===== config.mk =====
export PLATFORM = sky130hd
export DESIGN_NAME = regfile_mp
export DESIGN_NICKNAME = d
export VERILOG_FILES = /design/src/rtl/regfile_mp.sv
export SDC_FILE = /design/constraint.sdc
export NUM_CORES = 2
export LEC_CHECK = 0
export CAP_MARGIN = 10
export CORE_MARGIN = 5
export CORE_UTILIZATION = 40
export DETAILED_ROUTE_END_ITERATION = 6
export PLACE_DENSITY_LB_ADDON = 0.08
export RECOVER_POWER = 100
export SLEW_MARGIN = 20
export SYNTH_ARGS = -nofsm -noshare
export SYNTH_HDL_FRONTEND = slang
export SYNTH_SLANG_ARGS = --single-unit

===== constraint.sdc =====
create_clock -name clk -period 5.5 [get_ports clk]
set_input_delay 1.1 -clock clk [delete_from_list [all_inputs] [get_ports clk]]
set_output_delay 1.1 -clock clk [all_outputs]
set_load 0.1 [all_outputs]

===== src/rtl/regfile_mp.sv =====
// Multi-ported register file with zero-latency reads, optional same-cycle write forwarding
// and a self-timed sequencer that zeroes every register after reset or on request.
module regfile_mp #(
    parameter int W       = 32,
    parameter int RW      = 5,
    parameter int NR      = 2,
    parameter int NW      = 2,
    parameter int ZERO_R0 = 1,
    parameter int BYPASS  = 1
) (
    input  logic             clk,
    input  logic             rst,
    input  logic [NR-1:0]    rd_en,
    input  logic [NR*RW-1:0] rd_addr,
    output logic [NR*W-1:0]  rd_data,
    input  logic [NW-1:0]    wr_en,
    input  logic [NW*RW-1:0] wr_addr,
    input  logic [NW*W-1:0]  wr_data,
    input  logic             clr_req,
    output logic             busy,
    output logic             clr_done
);

    localparam int DEPTH = 2 ** RW;

    typedef enum logic {
        IDLE  = 1'b0,
        CLEAR = 1'b1
    } state_t;

    state_t        state;
    logic [RW-1:0] cnt;
    logic [W-1:0]  regs [DEPTH];

    // wr_fwd deliberately excludes clr_req so that rd_data never depends on it combinationally.
    logic [NW-1:0] wr_fwd;
    logic [NW-1:0] wr_ok;

    for (genvar j = 0; j < NW; j++) begin : g_wr
        logic r0_hit;
        assign r0_hit    = (ZERO_R0 != 0) && (wr_addr[j*RW +: RW] == '0);
        assign wr_fwd[j] = !busy && wr_en[j] && !r0_hit;
        assign wr_ok[j]  = wr_fwd[j] && !clr_req;
    end

    always_ff @(posedge clk or negedge rst) begin
        if (!rst) begin
            state    <= CLEAR;
            cnt      <= '0;
            busy     <= 1'b1;
            clr_done <= 1'b0;
        end else begin
            clr_done <= 1'b0;
            case (state)
                IDLE: begin
                    if (clr_req) begin
                        state <= CLEAR;
                        cnt   <= '0;
                        busy  <= 1'b1;
                    end
                end
                CLEAR: begin
                    if (clr_req) begin
                        cnt <= '0;
                    end else if (cnt == '1) begin
                        state    <= IDLE;
                        cnt      <= '0;
                        busy     <= 1'b0;
                        clr_done <= 1'b1;
                    end else begin
                        cnt <= cnt + 1'b1;
                    end
                end
                default: begin
                    state <= CLEAR;
                    cnt   <= '0;
                    busy  <= 1'b1;
                end
            endcase
        end
    end

    // Array has no reset; rst only suppresses updates so an interrupted clear restarts cleanly.
    // Ascending port order lets the highest-numbered port win an address conflict.
    always_ff @(posedge clk) begin
        if (rst) begin
            if (state == CLEAR) begin
                regs[cnt] <= '0;
            end else begin
                for (int j = 0; j < NW; j++) begin
                    if (wr_ok[j]) begin
                        regs[wr_addr[j*RW +: RW]] <= wr_data[j*W +: W];
                    end
                end
            end
        end
    end

    for (genvar i = 0; i < NR; i++) begin : g_rd
        logic [RW-1:0] ra;
        logic [W-1:0]  rv;
        logic          zero_out;

        assign ra = rd_addr[i*RW +: RW];

        always_comb begin
            rv = regs[ra];
            if (BYPASS != 0) begin
                for (int j = 0; j < NW; j++) begin
                    if (wr_fwd[j] && (wr_addr[j*RW +: RW] == ra)) begin
                        rv = wr_data[j*W +: W];
                    end
                end
            end
        end

        assign zero_out            = busy || !rd_en[i] || ((ZERO_R0 != 0) && (ra == '0));
        assign rd_data[i*W +: W]   = zero_out ? '0 : rv;
    end

endmodule


# Word-level counts from Yosys, hierarchy flattened
# Memory sizes are Yosys's and may differ from the RTL's.
# Cells that the tools add are included.
# totals
register_bits,8
ramBits,1024
inputBits,91
out_inout_bits,66
wordCells,76
memories,1
# op_classes
add_sub_neg,1
n_eq_ne,8
mux,35
n_bitwise,1
n_reduce_logical,26
# mem_list
name,depth,width,rd,rd_clocked_by_memory_dff,write_ports,line,rtl
regs,32,32,2,0,2,33,logic [W-1:0] regs [DEPTH];
# op_table
cell,count
$mux W32,7
$reduce_or A32 Y1,1
$mux W1,21
$eq A5 B5 Y1,4
$logic_not A5 Y1,4
$mux W5,4
$logic_and A1 B1 Y1,10
$pmux W5 S2,1
$logic_not A1 Y1,6
$add A5 B1 Y5 const B,1
$eq A5 B5 Y1 const B,1
$logic_or A1 B1 Y1,4
$ne A2 B2 Y1 const B,2
$pmux W1 S2,2
$reduce_and A3 Y1,1
$ne A2 B1 Y1 const B,1
$not A1 Y1,1

# Longest topological paths before layout
# logic_depth
word_depth,10
depth_mapped,9
depth_no_buf,7

# Least setup slack after synthesis
# Ideal clock, no wire load.
# synth_timing
path_type,input-to-output
start,input wr_addr[5]
end,output rd_data[33]
t_arrival_ps,4728
required_time_ps,4400
path_slack_ps,-328
stages,9
path_buffers,4
cell_sequence,clkbuf_1 or2_1 buf_2 o31ai_2 nor3_1 or2_1 buf_2 buf_6 o31ai_1
# synth_via
elab_chain_len,6
word_cells_on_any_way,7
classes_between,eq/ne: 1; mux: 2; reduce/logical: 4
# synth_lines
element,line,rtl
from (decl),17,"input logic [NW*RW-1:0] wr_addr,"
$logic_not A5 Y1,41,assign r0_hit = (ZERO_R0 != 0) && (wr_addr[j*RW +: RW] == '0);
$logic_not A1 Y1,42,assign wr_fwd[j] = !busy && wr_en[j] && !r0_hit;
$logic_and A1 B1 Y1,42,
$logic_and A1 B1 Y1 (*),110,if (wr_fwd[j] && (wr_addr[j*RW +: RW] == ra)) begin
$mux W32 (*),110,
$mux W32 (*),118,assign rd_data[i*W +: W] = zero_out ? '0 : rv;
to (decl),15,"output logic [NR*W-1:0] rd_data,"
# Every way passes the cells marked *; elsewhere a longest branch is shown, timed or not.

# Worst setup path after layout
# layout_timing
start,input rd_addr[8]
end,output rd_data[33]
# layout_via
elab_chain_len,5
word_cells_on_any_way,10
classes_between,eq/ne: 2; mux: 3; reduce/logical: 4; memory: 1
# layout_lines
element,line,rtl
from (decl),14,"input logic [NR*RW-1:0] rd_addr,"
"parallel branches: the longest is 4 deep, another holds $mem_v2 Z32 W32",n/a,
$mux W32 (*),118,
# Every way passes the cells marked *.

==> results.json <==
{
  "outcome": "finished with violations",
  "violations": "capacitance limit, slew limit, setup timing",
  "finalSetupViolations": 3,
  "worst-path-max-fanout": 25,
  "cts_hold_buf": 0,
  "vias_per_cell": 6.280,
  "yosysMostFrequentCell": "nand2_1",
  "root_buffer": "clkbuf_16",
  "cap_violations": 10,
  "grt_max_degree": 66,
  "die_x_um": 398.2,
  "grt_pass1_vias": 44560,
  "internal_power_mw": 13.47,
  "synth_top_cell_by_area": "edfxtp_1",
  "yosys-top-cells-count": "1,106 x nand2_1, 1,058 x o21ai_0, 1,024 x edfxtp_1",
  "syn_nets": 5601,
  "grtUsageTotal": 0.3091,
  "clkPwrFrac": 0.431,
  "antenna_found_initial": 12,
  "fin_util": 0.4580,
  "clock_sinks": 1032,
  "drt-initial-drc-count": 6095,
  "async_reset_ff_frac": 0.007752,
  "timing.rr.end": "regs[20][10]",
  "slowest_stage": "or2_2",
  "min_path_type": "reg2reg",
  "worst_pin_slew_ps": 1743,
  "synth_cell_types": 56,
  "drt-total-wl_um": 251100,
  "grt_pass1_wl_um": 346400,
  "die_h_um": 398.2,
  "syn2layout_area_growth_pct": 13.80,
  "layout.nets": 5462,
  "vdd_drop_max_mv": 0.2595,
  "syn_area_mm2": 0.06028,
  "synth-edff-count": 1024,
  "yosysSeqAreaShare": 0.5135,
  "post_synth_and_or_nand_nor_area_fraction": 0.09526,
  "power_switching_mw": 4.606,
  "final.setup.tns_ps": -54.84,
  "critPathTopFamily": "simple AND/OR/NAND/NOR gates",
  "post_cts_resized": 2,
  "hold_violations": 0,
  "holdPathEnd": "busy",
  "layout_setup_ws_ps": -32.38,
  "cts.path.max_buffers": 3,
  "ys_ff_latch": 1032,
  "io_buffers": 156,
  "crit_type": "in2out",
  "core_area_mm2": 0.1498,
  "synth_mux_area_frac": 0.2040,
  "slew_violations": 258,
  "gp_congestion": 0.8763,
  "seqPwrFrac": 0.475,
  "cts_tree": "built",
  "detail_route.first_pass.iterations": 7,
  "cp-start-kind": "primary input",
  "power_density_mw_per_mm2": 263.5,
  "synth-compound-area-share": 0.1323,
  "synth_top_cell_area_share": 0.5101,
  "rsz0062_at_grt": "no",
  "ys.flop_type": "edfxtp_1",
  "clk_pin_slew_worst_paths_ps": 70,
  "final_antenna_net_count": 0,
  "r2r_setup_slack_ps": 790,
  "grt_overflow": 0,
  "vias": 47020,
  "worstPathArrival_ps": 4430,
  "synth-warning-count": 0,
  "min_path_cells": 2,
  "avgSynthCellArea_um2": 10.94,
  "synth_area_leaders": "edfxtp_1 51%, mux2i_1 11%, mux4_2 9.8%",
  "postPlaceCellArea_mm2": 0.06569,
  "crit_chain": "clkdlybuf4s50_1, buf_4, or2_2, o22ai_1, nor3_1, o31ai_1, clkbuf_2",
  "rows": 142,
  "start_util": 0.4024,
  "dp_hpwl_um": 147500,
  "required_ps": 4400,
  "r2r_start": "state",
  "period_minus_slack_ps": 5532,
  "post-route-period-util": 1.006,
  "path_depth": 7,
  "rr_worst_depth": 7,
  "synth_xor_area_frac": 0.002906,
  "cts_post_setup_buffers_inserted": 0,
  "p_comb_frac": 0.094,
  "cts_buffers": 119,
  "leakage_nw": 24.94,
  "slew_headroom": -0.1619,
  "whs_ps": 563.9,
  "crit_buf_inv": 3,
  "cp-end-kind": "output port",
  "clk_latency_ps": 770,
  "pin_count": 157,
  "fmax_mhz": 180.8,
  "hold_start": "busy",
  "final_area_mm2": 0.06860,
  "synth_top_family_by_area": "multiplexers",
  "p_sw_frac": 0.2548,
  "setup.worst_path.start": "rd_addr[8]",
  "die-area_mm2": 0.1586,
  "route.detailed.wl_per_inst_um": 33.53,
  "skew_ps": 36.08,
  "synth_cells": 5508,
  "drc": 0,
  "synthAdderAreaFrac": 0.0004152,
  "drive_gt1_frac": 0.1527,
  "h-tree-depth": 3,
  "fill_cells": 13700,
  "critPathMaxStageDelay_ps": 980
}
-- power groups by stage --
stage / Clock, mW / Sequential (mW) / Combinational, mW
after floorplan: 0 / 8.75 / 0.989
after global placement: 0 / 8.75 / 1.71
after detailed placement: 0 / 8.75 / 1.71
after CTS: 7.87 / 8.58 / 1.71
after global routing: 8.17 / 8.59 / 1.73
final: 7.80 / 8.59 / 1.69
-- worst register-to-register path: cells and delay by family, from the launching register on --
family,cells,cell delay [ps]
AO/OA/AOI/OAI,2,2080
buffers and inverters,2,860
AND/OR/NAND/NOR,2,660
flip-flops,1,430
multiplexers,1,270
-- registers in the layout (all words and copies together) (netlist names) --
| name | count |
|---|---|
| state | 1 |
| busy | 1 |
| regs | 1024 |
| cnt | 5 |
| clr_done | 1 |
-- routing by layer --
layer / wire (µm) / global-route usage / up-vias / part of all wire
met5: 41 / 0 / - / 0.00016
li1: - / - / 20270 / -
met4: 9977 / 0.1095 / 6 / 0.040
met1: 105100 / 0.4400 / 23610 / 0.42
met2: 110500 / 0.4710 / 2662 / 0.44
met3: 25430 / 0.06313 / 470 / 0.10
-- layout by cell type, fill, tap and decap left out, drive strengths merged, types with 35 or more instances in the layout --
master         instances
o21ai               1060
nor4                  35
nand2               1106
nor3                  66
clkdlybuf4s50         81
buf                  254
mux2i                636
nor2                  48
edfxtp              1024
clkbuf               234
clkinv                63
o22ai                281
inv                   38
mux4                 262
-- stage by stage --
stage,instances,setup WS [ps],total power [mW]
detailed placement,7264,-106.7,10.46
floorplan,5508,-328.1,9.734
global placement,7264,-91.27,10.46
global route,7483,20.39,18.49
CTS,7483,69.46,18.17
finish,7487,-32.38,18.07
-- layout make-up --
cell class | instances | area (µm²) | share of cell area
timing repair buffer | 430 | 4524 | 0.06596
sequential | 1032 | 30950 | 0.4512
multi-input combinational | 3749 | 26740 | 0.3898
antenna | 4 | 10.01 | 0.0001459
clock buffer | 144 | 3136 | 0.04571
inverter | 37 | 138.9 | 0.002025
tap | 2016 | 2522 | 0.03677
clock inverter | 75 | 573.1 | 0.008354
-- kinds of logic (layout without fill, tap and decap cells) --
kind of cell	after synthesis	in the layout
AO/OA/AOI/OAI	1454	1454
XOR/XNOR	20	20
adder cells (fa/ha/maj)	2	2
buffers and inverters	727	686
flip-flops	1032	1032
multiplexers	900	900
other	0	4
AND/OR/NAND/NOR	1373	1373
-- how the worst max path moves through the flow --
stage | endpoint | slack, ps
after floorplan | rd_data[33] | -330
after global placement | rd_data[55] | -90
after detailed placement | rd_data[55] | -110
after CTS | rd_data[47] | 70
after global routing | rd_data[46] | 20
final | rd_data[33] | -30
Power figures use the tool's default switching activity.
